--- src/rtl/decode_exec_stage_pkg.sv ---
// Shared constants for the decode/execute boundary of the VeSPA pipeline.
// Register file select encodings and stage FSM state codes.
package decode_exec_stage_pkg;

  localparam int REG_FILE_MSB = 4;
  localparam int DEF_DATA_W   = 32;
  localparam int DEF_REG_AW   = REG_FILE_MSB + 1;
  localparam int DEF_OPC_W    = 5;
  localparam int DEF_CNT_W    = 16;

  localparam logic [1:0] RF_SEL_PC   = 2'b00;
  localparam logic [1:0] RF_SEL_LOAD = 2'b01;
  localparam logic [1:0] RF_SEL_ALU  = 2'b10;
  localparam logic [1:0] RF_SEL_LDI  = 2'b11;

  typedef enum logic {
    RUN   = 1'b0,
    STALL = 1'b1
  } stage_state_e;

endpackage

--- src/rtl/decode_exec_stage_load_use_detector.sv ---
// Load-use hazard compare between the EX load and the decode sources.
// Register r0 is compared like any other register.
module load_use_detector
  import decode_exec_stage_pkg::*;
#(
  parameter int REG_AW = DEF_REG_AW
) (
  input  logic              exValid,
  input  logic              exRfWe,
  input  logic [1:0]        exRfInSel,
  input  logic [REG_AW-1:0] exRdAddr,
  input  logic              decValid,
  input  logic [REG_AW-1:0] decRs1Addr,
  input  logic [REG_AW-1:0] decRs2Addr,
  input  logic              decUsesRs1,
  input  logic              decUsesRs2,
  output logic              hazard
);

  logic exIsLoad;
  logic rs1Hit;
  logic rs2Hit;

  assign exIsLoad = exValid & exRfWe
                  & (exRfInSel == RF_SEL_LOAD);
  assign rs1Hit = decUsesRs1
                & (decRs1Addr == exRdAddr);
  assign rs2Hit = decUsesRs2
                & (decRs2Addr == exRdAddr);
  assign hazard = exIsLoad & decValid
                & (rs1Hit | rs2Hit);

endmodule

--- src/rtl/decode_exec_stage.sv ---
// ID/EX pipeline register with load-use stall, branch flush
// and saturating stall/flush event counters.
module decode_exec_stage
  import decode_exec_stage_pkg::*;
#(
  parameter int DATA_W = DEF_DATA_W,
  parameter int REG_AW = DEF_REG_AW,
  parameter int OPC_W  = DEF_OPC_W,
  parameter int CNT_W  = DEF_CNT_W
) (
  input  logic              i_Clk,
  input  logic              i_Rst_n,
  input  logic              i_DecValid,
  input  logic [REG_AW-1:0] i_DecRs1Addr,
  input  logic [REG_AW-1:0] i_DecRs2Addr,
  input  logic              i_DecUsesRs1,
  input  logic              i_DecUsesRs2,
  input  logic [REG_AW-1:0] i_DecRdAddr,
  input  logic              i_DecRfWe,
  input  logic [1:0]        i_DecRfInSel,
  input  logic              i_DecMemRe,
  input  logic              i_DecMemWe,
  input  logic [OPC_W-1:0]  i_DecAluOp,
  input  logic [DATA_W-1:0] i_DecOp1Data,
  input  logic [DATA_W-1:0] i_DecOp2Data,
  input  logic [DATA_W-1:0] i_DecImm,
  input  logic [DATA_W-1:0] i_DecPc,
  input  logic              i_FlushExec,
  input  logic              i_Hold,
  output logic              o_ExValid,
  output logic [REG_AW-1:0] o_IrRead1AddrDecodeExec,
  output logic [REG_AW-1:0] o_IrRead2AddrDecodeExec,
  output logic [REG_AW-1:0] o_ExRdAddr,
  output logic              o_ExRfWe,
  output logic [1:0]        o_ExRfInSel,
  output logic              o_ExMemRe,
  output logic              o_ExMemWe,
  output logic [OPC_W-1:0]  o_ExAluOp,
  output logic [DATA_W-1:0] o_ExOp1Data,
  output logic [DATA_W-1:0] o_ExOp2Data,
  output logic [DATA_W-1:0] o_ExImm,
  output logic [DATA_W-1:0] o_ExPc,
  output logic              o_StallFetchDecode,
  output logic [CNT_W-1:0]  o_StallCount,
  output logic [CNT_W-1:0]  o_FlushCount
);

  typedef struct packed {
    logic              valid;
    logic [REG_AW-1:0] rs1;
    logic [REG_AW-1:0] rs2;
    logic [REG_AW-1:0] rd;
    logic              rfWe;
    logic [1:0]        rfInSel;
    logic              memRe;
    logic              memWe;
    logic [OPC_W-1:0]  aluOp;
    logic [DATA_W-1:0] op1;
    logic [DATA_W-1:0] op2;
    logic [DATA_W-1:0] imm;
    logic [DATA_W-1:0] pc;
  } id_ex_t;

  id_ex_t       ex;
  id_ex_t       exNext;
  id_ex_t       decIn;
  stage_state_e state;
  stage_state_e stateNext;
  logic         hazard;
  logic         stall;
  logic         holdEff;
  logic         loadDec;
  logic [CNT_W-1:0] stallCnt;
  logic [CNT_W-1:0] flushCnt;

  load_use_detector #(
    .REG_AW(REG_AW)
  ) u_detect (
    .exValid   (ex.valid),
    .exRfWe    (ex.rfWe),
    .exRfInSel (ex.rfInSel),
    .exRdAddr  (ex.rd),
    .decValid  (i_DecValid),
    .decRs1Addr(i_DecRs1Addr),
    .decRs2Addr(i_DecRs2Addr),
    .decUsesRs1(i_DecUsesRs1),
    .decUsesRs2(i_DecUsesRs2),
    .hazard    (hazard)
  );

  assign stall = hazard & ~i_FlushExec & ~i_Hold
               & (state == RUN);
  assign holdEff = i_Hold & ~i_FlushExec;
  assign loadDec = ~i_FlushExec & ~i_Hold & ~stall;

  always_comb begin
    decIn         = '0;
    decIn.valid   = 1'b1;
    decIn.rs1     = i_DecRs1Addr;
    decIn.rs2     = i_DecRs2Addr;
    decIn.rd      = i_DecRdAddr;
    decIn.rfWe    = i_DecRfWe;
    decIn.rfInSel = i_DecRfInSel;
    decIn.memRe   = i_DecMemRe;
    decIn.memWe   = i_DecMemWe;
    decIn.aluOp   = i_DecAluOp;
    decIn.op1     = i_DecOp1Data;
    decIn.op2     = i_DecOp2Data;
    decIn.imm     = i_DecImm;
    decIn.pc      = i_DecPc;
  end

  always_comb begin
    exNext = ex;
    unique case (1'b1)
      i_FlushExec: exNext = '0;
      holdEff:     exNext = ex;
      stall:       exNext = '0;
      loadDec:     exNext = i_DecValid ? decIn : '0;
      default:     exNext = ex;
    endcase
  end

  // The bubble in EX rules out a hazard in STALL; only hold keeps it.
  always_comb begin
    stateNext = state;
    unique case (state)
      RUN:     if (stall)   stateNext = STALL;
      STALL:   if (!i_Hold) stateNext = RUN;
      default: stateNext = RUN;
    endcase
    if (i_FlushExec) stateNext = RUN;
  end

  always_ff @(posedge i_Clk or negedge i_Rst_n) begin
    if (!i_Rst_n) begin
      ex       <= '0;
      state    <= RUN;
      stallCnt <= '0;
      flushCnt <= '0;
    end else begin
      ex    <= exNext;
      state <= stateNext;
      if (i_FlushExec && flushCnt != '1)
        flushCnt <= flushCnt + 1'b1;
      if (stall && stallCnt != '1)
        stallCnt <= stallCnt + 1'b1;
    end
  end

  assign o_ExValid               = ex.valid;
  assign o_IrRead1AddrDecodeExec = ex.rs1;
  assign o_IrRead2AddrDecodeExec = ex.rs2;
  assign o_ExRdAddr              = ex.rd;
  assign o_ExRfWe                = ex.rfWe;
  assign o_ExRfInSel             = ex.rfInSel;
  assign o_ExMemRe               = ex.memRe;
  assign o_ExMemWe               = ex.memWe;
  assign o_ExAluOp               = ex.aluOp;
  assign o_ExOp1Data             = ex.op1;
  assign o_ExOp2Data             = ex.op2;
  assign o_ExImm                 = ex.imm;
  assign o_ExPc                  = ex.pc;
  assign o_StallFetchDecode      = stall;
  assign o_StallCount            = stallCnt;
  assign o_FlushCount            = flushCnt;

endmodule

--- config.mk ---
export PLATFORM = sky130hd
export DESIGN_NAME = decode_exec_stage
export DESIGN_NICKNAME = d
export VERILOG_FILES = /design/src/rtl/decode_exec_stage_pkg.sv /design/src/rtl/decode_exec_stage_load_use_detector.sv /design/src/rtl/decode_exec_stage.sv
export SDC_FILE = /design/constraint.sdc
export NUM_CORES = 1
export LEC_CHECK = 0
export ABC_AREA = 1
export CORE_MARGIN = 8
export CORE_UTILIZATION = 39
export CTS_CLUSTER_DIAMETER = 30
export CTS_CLUSTER_SIZE = 40
export DETAILED_ROUTE_END_ITERATION = 6
export PLACE_DENSITY = 0.77
export SLEW_MARGIN = 5
export SYNTH_ARGS = -nofsm -noshare
export SYNTH_HDL_FRONTEND = slang
export SYNTH_SLANG_ARGS = --single-unit
--- constraint.sdc ---
create_clock -name i_Clk -period 1.58 [get_ports i_Clk]
set_input_delay 0.237 -clock i_Clk [delete_from_list [all_inputs] [get_ports i_Clk]]
set_output_delay 0.237 -clock i_Clk [all_outputs]
set_load 0.05 [all_outputs]
==> metrics.csv <==
stage,metric,value,unit
timing,fin crit share,118,%
floorplan,total number of placement rows,53,
critical_path,worst path cell trace,"nand2_1, nand2_2, nor2_2, nand3_2, nand2_4, nand2_8, inv_8, buf_12",
clock_network,Num CTS Buffers,17,
critical_path,crit-path max FO,4,
floorplan,Core Region,20800,um^2
timing,Slew @ Worst Pin,0.477,ns
yosys,"Cell Area, Synth",8180,um^2
placement,Buffers on Ports,346,
grt,first-pass GRT wire length,48400,um
timing,tightest hold margin,0.287,ns
detailed_routing,DR vias,8391,
critical_path,WP data required,1.34,ns
grt,vias in the first global route,8398,
floorplan,die height,161,um
timing,clk_skew,0.00902,ns
placement,detailed placement HPWL,21600,um
cells_and_area,nets,1489,
yosys,syn_nets,1093,
clock_network,clock latency on the worst-skew pair,0.43,ns
clock_network,clock tree from TritonCTS,yes,
grt,final global-route overflow total,0,
pwr,PwrDens,866,nW/um^2
outcome,outcome,"complete, but fails checks",
yosys,"Seq/Total Area, Yosys",57.2,%
clock_network,clock sink count,187,
grt,GRT Util Overall,23.5,%
detailed_routing,remaining antenna violation count,0,
yosys,Mean Syn Cell Area,8.79,um^2
timing,RSZ-0062 raised after global routing,yes,
timing,final setup fails,170,
yosys,post-synthesis sequential element count,187,
yosys,Yosys cell types,26,
timing,setup ws final,-0.282,ns
floorplan,initial core utilization,39.3,%
worst_hold_path,HP Class,input pin to asynchronous set/reset pin,
yosys,largest cells by area after synthesis,"dfrtp_1 (57%), nand3_1 (17%), nand2_1 (11%)",
detailed_routing,Via density,5.20,
critical_path,Crit Path Class,flop to output port,
yosys,Syn Inst Count,931,
critical_path,Worst setup EP type,output port,
detailed_routing,final wirelength,31900,um
floorplan,# IOs,347,
cells_and_area,Finished Core Util,66.6,%
yosys,synth warn,0,
grt,initial antenna violation count,0,
detailed_routing,Pre-antenna DRT Iters,5,
clock_network,CTS max path bufs,2,
cells_and_area,Multi-input gate area,3500,um^2
detailed_routing,drt first-iter violations,593,
timing,min Tclk post-route,1.86,ns
timing,f_max,537,MHz
placement,pre-CTS setup slack,-0.421,ns
clock_network,H-tree Lvls,4,
cells_and_area,Fill cells,1638,
detailed_routing,drt drc,0,
timing,Max-slew headroom,68.2,%
yosys,Yosys top cell area share,57.2,%
cells_and_area,Synth-to-Final Area Change,69.5,%
critical_path,Critical Path Slowest Stage Cell,dfrtp_2,
clock_network,Clock Root Buffer,clkbuf_16,
yosys,"area leader, netlist",dfrtp_1,
grt,largest net degree at the start of global routing,95,
outcome,failing checks,negative setup slack,
detailed_routing,Avg WL per Cell,19.8,um
critical_path,CP Data Arrival Time,1.62,ns
cells_and_area,layout cell share with drive strength beyond 1,33.8,%
clock_network,"Clk pin slew, worst setup/hold paths",0.07,ns
cells_and_area,Inserted Diodes,0,
floorplan,Die W,161,um
floorplan,DIE AREA,25900,um^2
timing,setup TNS,-31.71,ns
critical_path,CP max stage delay,0.43,ns
pwr,Lkg Pwr,6.96,nW
pwr,Worst IR Drop VDD,714,uV
flow_run,max_cap viols,0,
timing,Max Slew Vio Count,0,
cells_and_area,Storage cell area,4710,um^2
timing,Fin. Hold Viols,0,
critical_path,startpoint types,flop,
placement,Routability Congestion,0.838,
report_power, final:
| group | internal (mW) | switching, mW | total (mW) |
|---|---|---|---|
| logic | 1.02 | 1.58 | 2.60 |
| registers | 5.02 | 0.215 | 5.24 |
| clock network | 2.13 | 2.05 | 4.17 |
| total | 8.17 | 3.84 | 12.0 |
layout make-up:
cell class / instances / area share [%]
Timing Repair Buffer: 442 / 32.9
Inverter: 44 / 1.30
Clock buffer: 18 / 3.17
Multi-Input combinational cell: 635 / 25.3
Tap cell: 275 / 2.48
Clock inverter: 14 / 0.884
Sequential cell: 187 / 34.0
worst max-delay path: cells and delay by family (launching register included):
family,cells,cell delay (ns)
buffers and inverters,2,0.19
DFF,1,0.43
and+or+nand+nor,6,0.58
worst paths after layout:
| path | from | to | slack [ns] | cells past startpoint |
|---|---|---|---|---|
| min in group i_Clk | i_Hold | o_ExOp1Data[11] | 0.35 | 4 |
| min reg2reg | o_FlushCount[4] | o_FlushCount[4] | 0.50 | 1 |
| max in group asynchronous | i_Rst_n | o_FlushCount[7] | 0.73 | 3 |
| max reg2reg | o_ExRdAddr[2] | o_StallCount[15] | -0.25 | 13 |
| max | o_ExRdAddr[2] | o_StallFetchDecode | -0.28 | 8 |
| min | i_Rst_n | o_ExOp2Data[5] | 0.29 | 2 |
per-stage QoR:
step,area (um^2),cells,total power [mW]
after floorplan,8390,931,6.57
after global placement,12300,1545,7.78
after detailed placement,12300,1545,7.81
after CTS,13400,1601,12.0
after global routing,13900,1615,12.5
final,13900,1615,12.0
layer usage:
layer,share of wire [%],track usage [%],up-vias
met5,0,0,-
met3,6.8,6.55,61
met2,49,38.6,336
met1,41,29.0,4100
li1,-,-,3894
met4,3.4,9.09,0
what timing repair did:
| item | CTS | global route |
|---|---|---|
| hold buffers | 1 | 0 |
| gates resized for setup | 39 | 93 |
| gates cloned | 13 | 4 |
| buffers inserted | 12 | 14 |
| endpoints found under the hold margin | 27 | 0 |
| pin swaps | 11 | 28 |
| endpoints found under the setup margin | 168 | 184 |
synth_stat cells:
cell / count
inv_1: 39
xor2_1: 10
nand3b_1: 2
dfrtp_1: 187
clkbuf_1: 36
nand2_2: 2
o22ai_1: 3
buf_4: 2
nand2_1: 234
buf_1: 10
nand3b_4: 1
buf_2: 14
buf_6: 4
nand4_1: 5
ha_1: 2
nor2_2: 3
xnor2_1: 7
nor3_1: 7
nand3_1: 271
nor3b_1: 1
inv_2: 5
nand3_2: 11
nor3_4: 1
nor2_1: 27
nor4_1: 1
o21ai_0: 46
state kept, by name, summed over array words and instances (netlist names), 2 cells and up:
register / cells
o_ExOp2Data: 32
o_ExOp1Data: 32
o_IrRead2AddrDecodeExec: 5
o_ExRdAddr: 5
o_ExRfInSel: 2
o_StallCount: 16
o_FlushCount: 16
o_IrRead1AddrDecodeExec: 5
o_ExImm: 32
o_ExAluOp: 5
o_ExPc: 32
logic make-up after synthesis:
logic type | after synthesis | share of synthesized area, %
buffers and inverters | 110 | 5.72
DFF | 187 | 57.2
AOI/OAI and AO/OA | 49 | 3.04
and+or+nand+nor | 566 | 31.9
adders and majority gates | 2 | 0.306
xor gates and xnor gates | 17 | 1.82
cell usage in the layout (no fill, tap or decap), drive strengths merged:
master | synthesis | routed
nand4 | 5 | 5
clkbuf | 36 | 23
nor3 | 8 | 8
xor2 | 10 | 10
xnor2 | 7 | 7
nor2 | 30 | 30
ha | 2 | 2
nor4 | 1 | 1
nand2 | 236 | 236
bufbuf | 0 | 3
nor3b | 1 | 1
inv | 44 | 53
dfrtp | 187 | 187
nand3 | 282 | 283
o22ai | 3 | 3
clkinv | 0 | 5
dlygate4sd3 | 0 | 1
nand3b | 3 | 3
buf | 30 | 276
clkdlybuf4s50 | 0 | 157
o21ai | 46 | 46
Note: power is estimated with default switching activity, not from simulation.
